File: config.mk
export PLATFORM = sky130hd
export DESIGN_NAME = game_key_ctrl
export DESIGN_NICKNAME = d
export VERILOG_FILES = /design/src/rtl/game_key_ctrl.sv
export SDC_FILE = /design/constraint.sdc
export NUM_CORES = 1
export LEC_CHECK = 0
export BUFFER_PORTS_ARGS = -buffer_cell sky130_fd_sc_hd__buf_2
export CORE_MARGIN = 2
export CORE_UTILIZATION = 30
export CTS_BUF_LIST = sky130_fd_sc_hd__clkbuf_8 sky130_fd_sc_hd__clkbuf_16
export CTS_CLUSTER_DIAMETER = 80
export DETAILED_ROUTE_END_ITERATION = 12
export GPL_TIMING_DRIVEN = 1
export PLACE_DENSITY_LB_ADDON = 0.3
export SLEW_MARGIN = 20
export SYNTH_ARGS = -nofsm -noshare
export SYNTH_HDL_FRONTEND = slang
export SYNTH_SLANG_ARGS = --single-unit
File: constraint.sdc
create_clock -name clk -period 14.7 [get_ports clk]
set_input_delay 2.205 -clock clk [delete_from_list [all_inputs] [get_ports clk]]
set_output_delay 2.205 -clock clk [all_outputs]
set_load 0.05 [all_outputs]
File: src/rtl/game_key_ctrl.sv
// Four-key debouncer with press strobes and optional auto-repeat; key_level/key_pulse are registered.
// Each key: 2-flop synchroniser, stability counter, and an IDLE/DELAY/REPEAT repeat FSM.
module game_key_ctrl #(
    parameter int DEBOUNCE_CYCLES = 650000,
    parameter int REPEAT_EN       = 1,
    parameter int REPEAT_DELAY    = 32500000,
    parameter int REPEAT_PERIOD   = 6500000
) (
    input  logic       clk,
    input  logic       rst,
    input  logic [3:0] key_raw,
    output logic [3:0] key_level,
    output logic [3:0] key_pulse
);

    localparam int DCW  = $clog2(DEBOUNCE_CYCLES + 1);
    localparam int RMAX = (REPEAT_DELAY > REPEAT_PERIOD) ? REPEAT_DELAY : REPEAT_PERIOD;
    localparam int RCW  = $clog2(RMAX + 1);

    localparam logic [DCW-1:0] DEB_LAST = DCW'(DEBOUNCE_CYCLES);
    localparam logic [RCW-1:0] RD_LAST  = RCW'(REPEAT_DELAY - 1);
    localparam logic [RCW-1:0] RP_LAST  = RCW'(REPEAT_PERIOD - 1);

    typedef enum logic [1:0] {IDLE, DELAY, REPEAT} rep_state_e;

    logic [3:0]     meta_q, sync_q;
    logic [3:0]     level_q, level_d;
    logic [3:0]     pulse_q, pulse_d;
    logic [DCW-1:0] dcnt_q [4];
    logic [DCW-1:0] dcnt_d [4];
    logic [RCW-1:0] rcnt_q [4];
    logic [RCW-1:0] rcnt_d [4];
    rep_state_e     state_q [4];
    rep_state_e     state_d [4];

    always_ff @(posedge clk or posedge rst) begin
        if (rst) begin
            meta_q  <= '0;
            sync_q  <= '0;
            level_q <= '0;
            pulse_q <= '0;
            for (int i = 0; i < 4; i++) begin
                dcnt_q[i]  <= '0;
                rcnt_q[i]  <= '0;
                state_q[i] <= IDLE;
            end
        end else begin
            meta_q  <= key_raw;
            sync_q  <= meta_q;
            level_q <= level_d;
            pulse_q <= pulse_d;
            for (int i = 0; i < 4; i++) begin
                dcnt_q[i]  <= dcnt_d[i];
                rcnt_q[i]  <= rcnt_d[i];
                state_q[i] <= state_d[i];
            end
        end
    end

    always_comb begin
        level_d = level_q;
        pulse_d = '0;
        dcnt_d  = dcnt_q;
        rcnt_d  = rcnt_q;
        state_d = state_q;
        for (int i = 0; i < 4; i++) begin
            // dcnt counts completed mismatching cycles; a change is accepted once it has
            // held for DEBOUNCE_CYCLES full cycles and still mismatches on the current one.
            if (sync_q[i] == level_q[i]) begin
                dcnt_d[i] = '0;
            end else if (dcnt_q[i] == DEB_LAST) begin
                level_d[i] = sync_q[i];
                dcnt_d[i]  = '0;
            end else begin
                dcnt_d[i] = dcnt_q[i] + 1'b1;
            end

            pulse_d[i] = level_d[i] & ~level_q[i];

            // Looking at level_d makes release win over a repeat due on the same edge.
            if (!level_d[i]) begin
                state_d[i] = IDLE;
                rcnt_d[i]  = '0;
            end else begin
                case (state_q[i])
                    IDLE: begin
                        if (pulse_d[i] && (REPEAT_EN != 0)) begin
                            state_d[i] = DELAY;
                            rcnt_d[i]  = '0;
                        end
                    end
                    DELAY: begin
                        if (rcnt_q[i] == RD_LAST) begin
                            pulse_d[i] = 1'b1;
                            state_d[i] = REPEAT;
                            rcnt_d[i]  = '0;
                        end else begin
                            rcnt_d[i] = rcnt_q[i] + 1'b1;
                        end
                    end
                    REPEAT: begin
                        if (rcnt_q[i] == RP_LAST) begin
                            pulse_d[i] = 1'b1;
                            rcnt_d[i]  = '0;
                        end else begin
                            rcnt_d[i] = rcnt_q[i] + 1'b1;
                        end
                    end
                    default: begin
                        state_d[i] = IDLE;
                        rcnt_d[i]  = '0;
                    end
                endcase
            end
        end
    end

    assign key_level = level_q;
    assign key_pulse = pulse_q;

endmodule
==> results.py <==
metrics = {
    "sta": {
        "fin_crit_ns": 3.76,
        "tightest_slew_ns": 0.919,
        "finalMaxSlewViolations": 0,
        "tns_ns": 0,
        "max_freq_mhz": 266,
        "setup_viol": 0,
        "finalHoldViolCount": 0,
        "rsz0062_at_grt": "false",
        "skew_ns": 0.0122,
        "finalCritPeriodShare": 0.256,
        "maxSlewHeadroom": 0.384,
    },
    "pwr": {
        "clockPowerShare": 0.527,
        "p_sw_frac": 0.213,
        "vdd_drop_max_uv": 74.4,
        "power.internal_uw": 987,
        "pwr-share-seq": 0.454,
        "leakagePower_uw": 0.00526,
        "power_frac_comb": 0.019,
        "power.switching_uw": 267,
        "p_per_area_mw_per_mm2": 99.5,
    },
    "min_path": {
        "min_path_cells": 0,
        "hold_class": "flip-flop to flip-flop",
        "min_to": "sync_q[2]",
        "min_from": "meta_q[2]",
    },
    "grt": {
        "grt_pass1_wl_um": 42600,
        "gr-usage-all-layers": 0.129,
        "grt_pass1_vias": 8732,
        "antenna_found_initial": 0,
        "grt_max_degree": 84,
        "overflow": 0,
    },
    "layout": {
        "nets": 1256,
        "layout.cells.non_filler": 1713,
        "syn_to_final_growth_pct": 13.4,
        "diodes": 0,
        "drive_gt1_frac": 0.0859,
    },
    "logic_synthesis": {
        "syn_nets": 1240,
        "yosys-top-cells-area": "dfrtp_1 (46%), nor2_1 (4.9%), a31oi_1 (3.7%)",
        "ys_seq_area_frac": 0.459,
        "syn_inst": 1210,
        "synth_common_cells": "dfrtp_1 (204), nor2_1 (144), nand2_1 (109)",
        "synth_edf_count": 0,
        "synth_area_mm2": 0.0111,
        "avgSynthCellArea_um2": 9.18,
        "ys_ff_latch": 204,
        "yosys.cell_types.count": 69,
        "netlist.area_leader.share": 0.459,
        "yosysMostFrequentCell": "dfrtp_1",
        "ys.flop_type": "dfrtp_1",
        "ys_warn_count": 0,
        "async_flop_share": 1.00,
        "yosys.area.top_type": "dfrtp_1",
    },
    "die": {
        "ioPinCount": 14,
        "die_area_mm2": 0.0386,
        "die_y_um": 196,
        "core_mm2": 0.0365,
        "die_w_um": 196,
        "rows": 70,
        "initial_core_util": 0.304,
    },
    "routing": {
        "drc": 0,
        "vias": 8968,
        "firstDrtPassIters": 5,
        "via_per_inst": 5.24,
        "final_antenna_net_count": 0,
        "wirelength_um": 24300,
        "wl_per_cell_um": 14.2,
        "drt_iter0_drc": 582,
    },
    "run_status": {
        "status": "finished clean",
    },
    "critical_path": {
        "critPathSlowestCell": "buf_4",
        "critPathRequiredTime_ns": 15.27,
        "cp_common_cell": "buf_4",
        "worst-path-buf-inv": 4,
        "crit_type": "input port to async pin",
        "crit_arrival_ns": 4.33,
        "r2r_start": "dcnt_q[0]",
        "cp_slowest_stage_delay_ns": 0.74,
        "worstRegToRegCells": 8,
        "endpoint_kind": "async pin",
        "crit_fanout": 83,
        "worstReg2RegEnd": "rcnt_q[11]",
        "path_cells": "buf_2, inv_8, buf_4, buf_4",
        "worstSetupStartpointType": "input port",
        "r2r_slack_ns": 11.56,
        "cp_top_family": "buffers and inverters",
    },
    "clocking": {
        "cts_tree": "built",
        "clock_sinks": 204,
        "htreeDepth": 1,
        "cts_hold_buffers": 0,
        "cts_inserted_buffers": 25,
        "clock_path_buffers": 3,
        "clkSlewWorstSetupHoldPaths_ns": 0.05,
        "cts_setup_buffers": 0,
        "clk-insertion-delay-late_ns": 0.53,
        "root_buffer": "clkbuf_16",
        "cts_resized": 0,
    },
    "placed_design": {
        "gp_congestion": 0.768,
        "portBuffers": 13,
        "place_hpwl_um": 15900,
        "dp.cells": 1666,
    },
    "flow_run": {
        "max_cap_violations": 0,
    },
}
layout by cell type (no fill, tap or decap), drive strengths merged, types with 32 or more instances in the layout:
| master | Yosys | routed |
|---|---|---|
| a22o | 32 | 32 |
| a31oi | 66 | 66 |
| and3 | 43 | 43 |
| clkbuf | 27 | 32 |
| dfrtp | 204 | 204 |
| inv | 48 | 51 |
| nand2 | 109 | 109 |
| nand3 | 74 | 74 |
| nand4 | 33 | 33 |
| nor2 | 145 | 145 |
| nor3 | 41 | 41 |
| o21ai | 59 | 59 |
| xor2 | 47 | 47 |
worst reg2reg max path, cell delays in order, from the launching register on:
cell	delay [ns]
dfrtp_1	0.42
inv_1	0.07
ha_1	0.16
or4bb_1	0.49
nor3_1	0.36
nand3_1	0.23
a21boi_2	0.77
nand2_1	0.26
o31ai_1	0.28
metrics by stage:
step            util  hold WS [ns]  setup WS (ns)  cell area, µm²  power [µW]
5_1_grt        0.345         0.365          10.49           12600        1300
4_1_cts        0.345         0.352          10.78           12600        1280
2_1_floorplan      -         0.331           6.93           11100         596
3_5_place_dp   0.320         0.339          10.20           11700         605
6_report       0.345         0.349          10.94           12600        1250
3_3_place_gp   0.320         0.334          10.23           11700         605
final cells by class:
cell class	instances	area (µm²)
Clock buffer	32	722
Sequential cell	204	5100
Timing Repair Buffer	26	166
Fill cell	3715	23900
Multi-Input combinational cell	921	5660
Tap cell	468	586
Inverter	48	188
Clock inverter	14	180
per-layer routing:
| metal | part of all wire | vias to the layer above | wire (µm) | global-route usage |
|---|---|---|---|---|
| li1 | - | 4443 | - | - |
| met1 | 0.48 | 4347 | 11600 | 0.177 |
| met2 | 0.46 | 144 | 11200 | 0.208 |
| met3 | 0.039 | 34 | 945 | 0.0207 |
| met4 | 0.019 | 0 | 472 | 0.0387 |
| met5 | 0 | - | 0 | 0 |
registers in the layout (all words and copies together) (netlist names):
| name | count |
|---|---|
| rcnt_q | 100 |
| dcnt_q | 80 |
| state_q | 8 |
| key_level | 4 |
| key_pulse | 4 |
| meta_q | 4 |
| sync_q | 4 |
kinds of logic (layout without fill, tap and decap cells):
| kind of cell | after synthesis | count (layout) | synth area share |
|---|---|---|---|
| DFF | 204 | 204 | 0.459 |
| adders and majority gates | 24 | 24 | 0.0270 |
| xor gates and xnor gates | 75 | 75 | 0.0591 |
| and+or+nand+nor | 579 | 579 | 0.269 |
| AOI/OAI and AO/OA | 236 | 236 | 0.147 |
| muxes | 7 | 7 | 0.00653 |
| buffers and inverters | 85 | 120 | 0.0320 |
worst max path at each step:
stage / startpoint / to / slack, ns / depth (start not counted)
final: rst / meta_q[0] / 10.94 / 4
after CTS: rst / sync_q[0] / 10.78 / 4
after global placement: rst / rcnt_q[92] / 10.23 / 4
after detailed placement: rst / meta_q[0] / 10.20 / 4
after floorplan: rst / dcnt_q[0] / 6.93 / 1
after global routing: rst / rcnt_q[91] / 10.49 / 4
power by group through the flow:
stage	registers, µW	clock network [µW]	logic [µW]
6_report	570	661	23.3
5_1_grt	570	707	28.2
4_1_cts	570	684	24.9
3_5_place_dp	580	0	24.9
3_3_place_gp	580	0	24.8
2_1_floorplan	579	0	17.0
(Power assumes the default switching activity.)
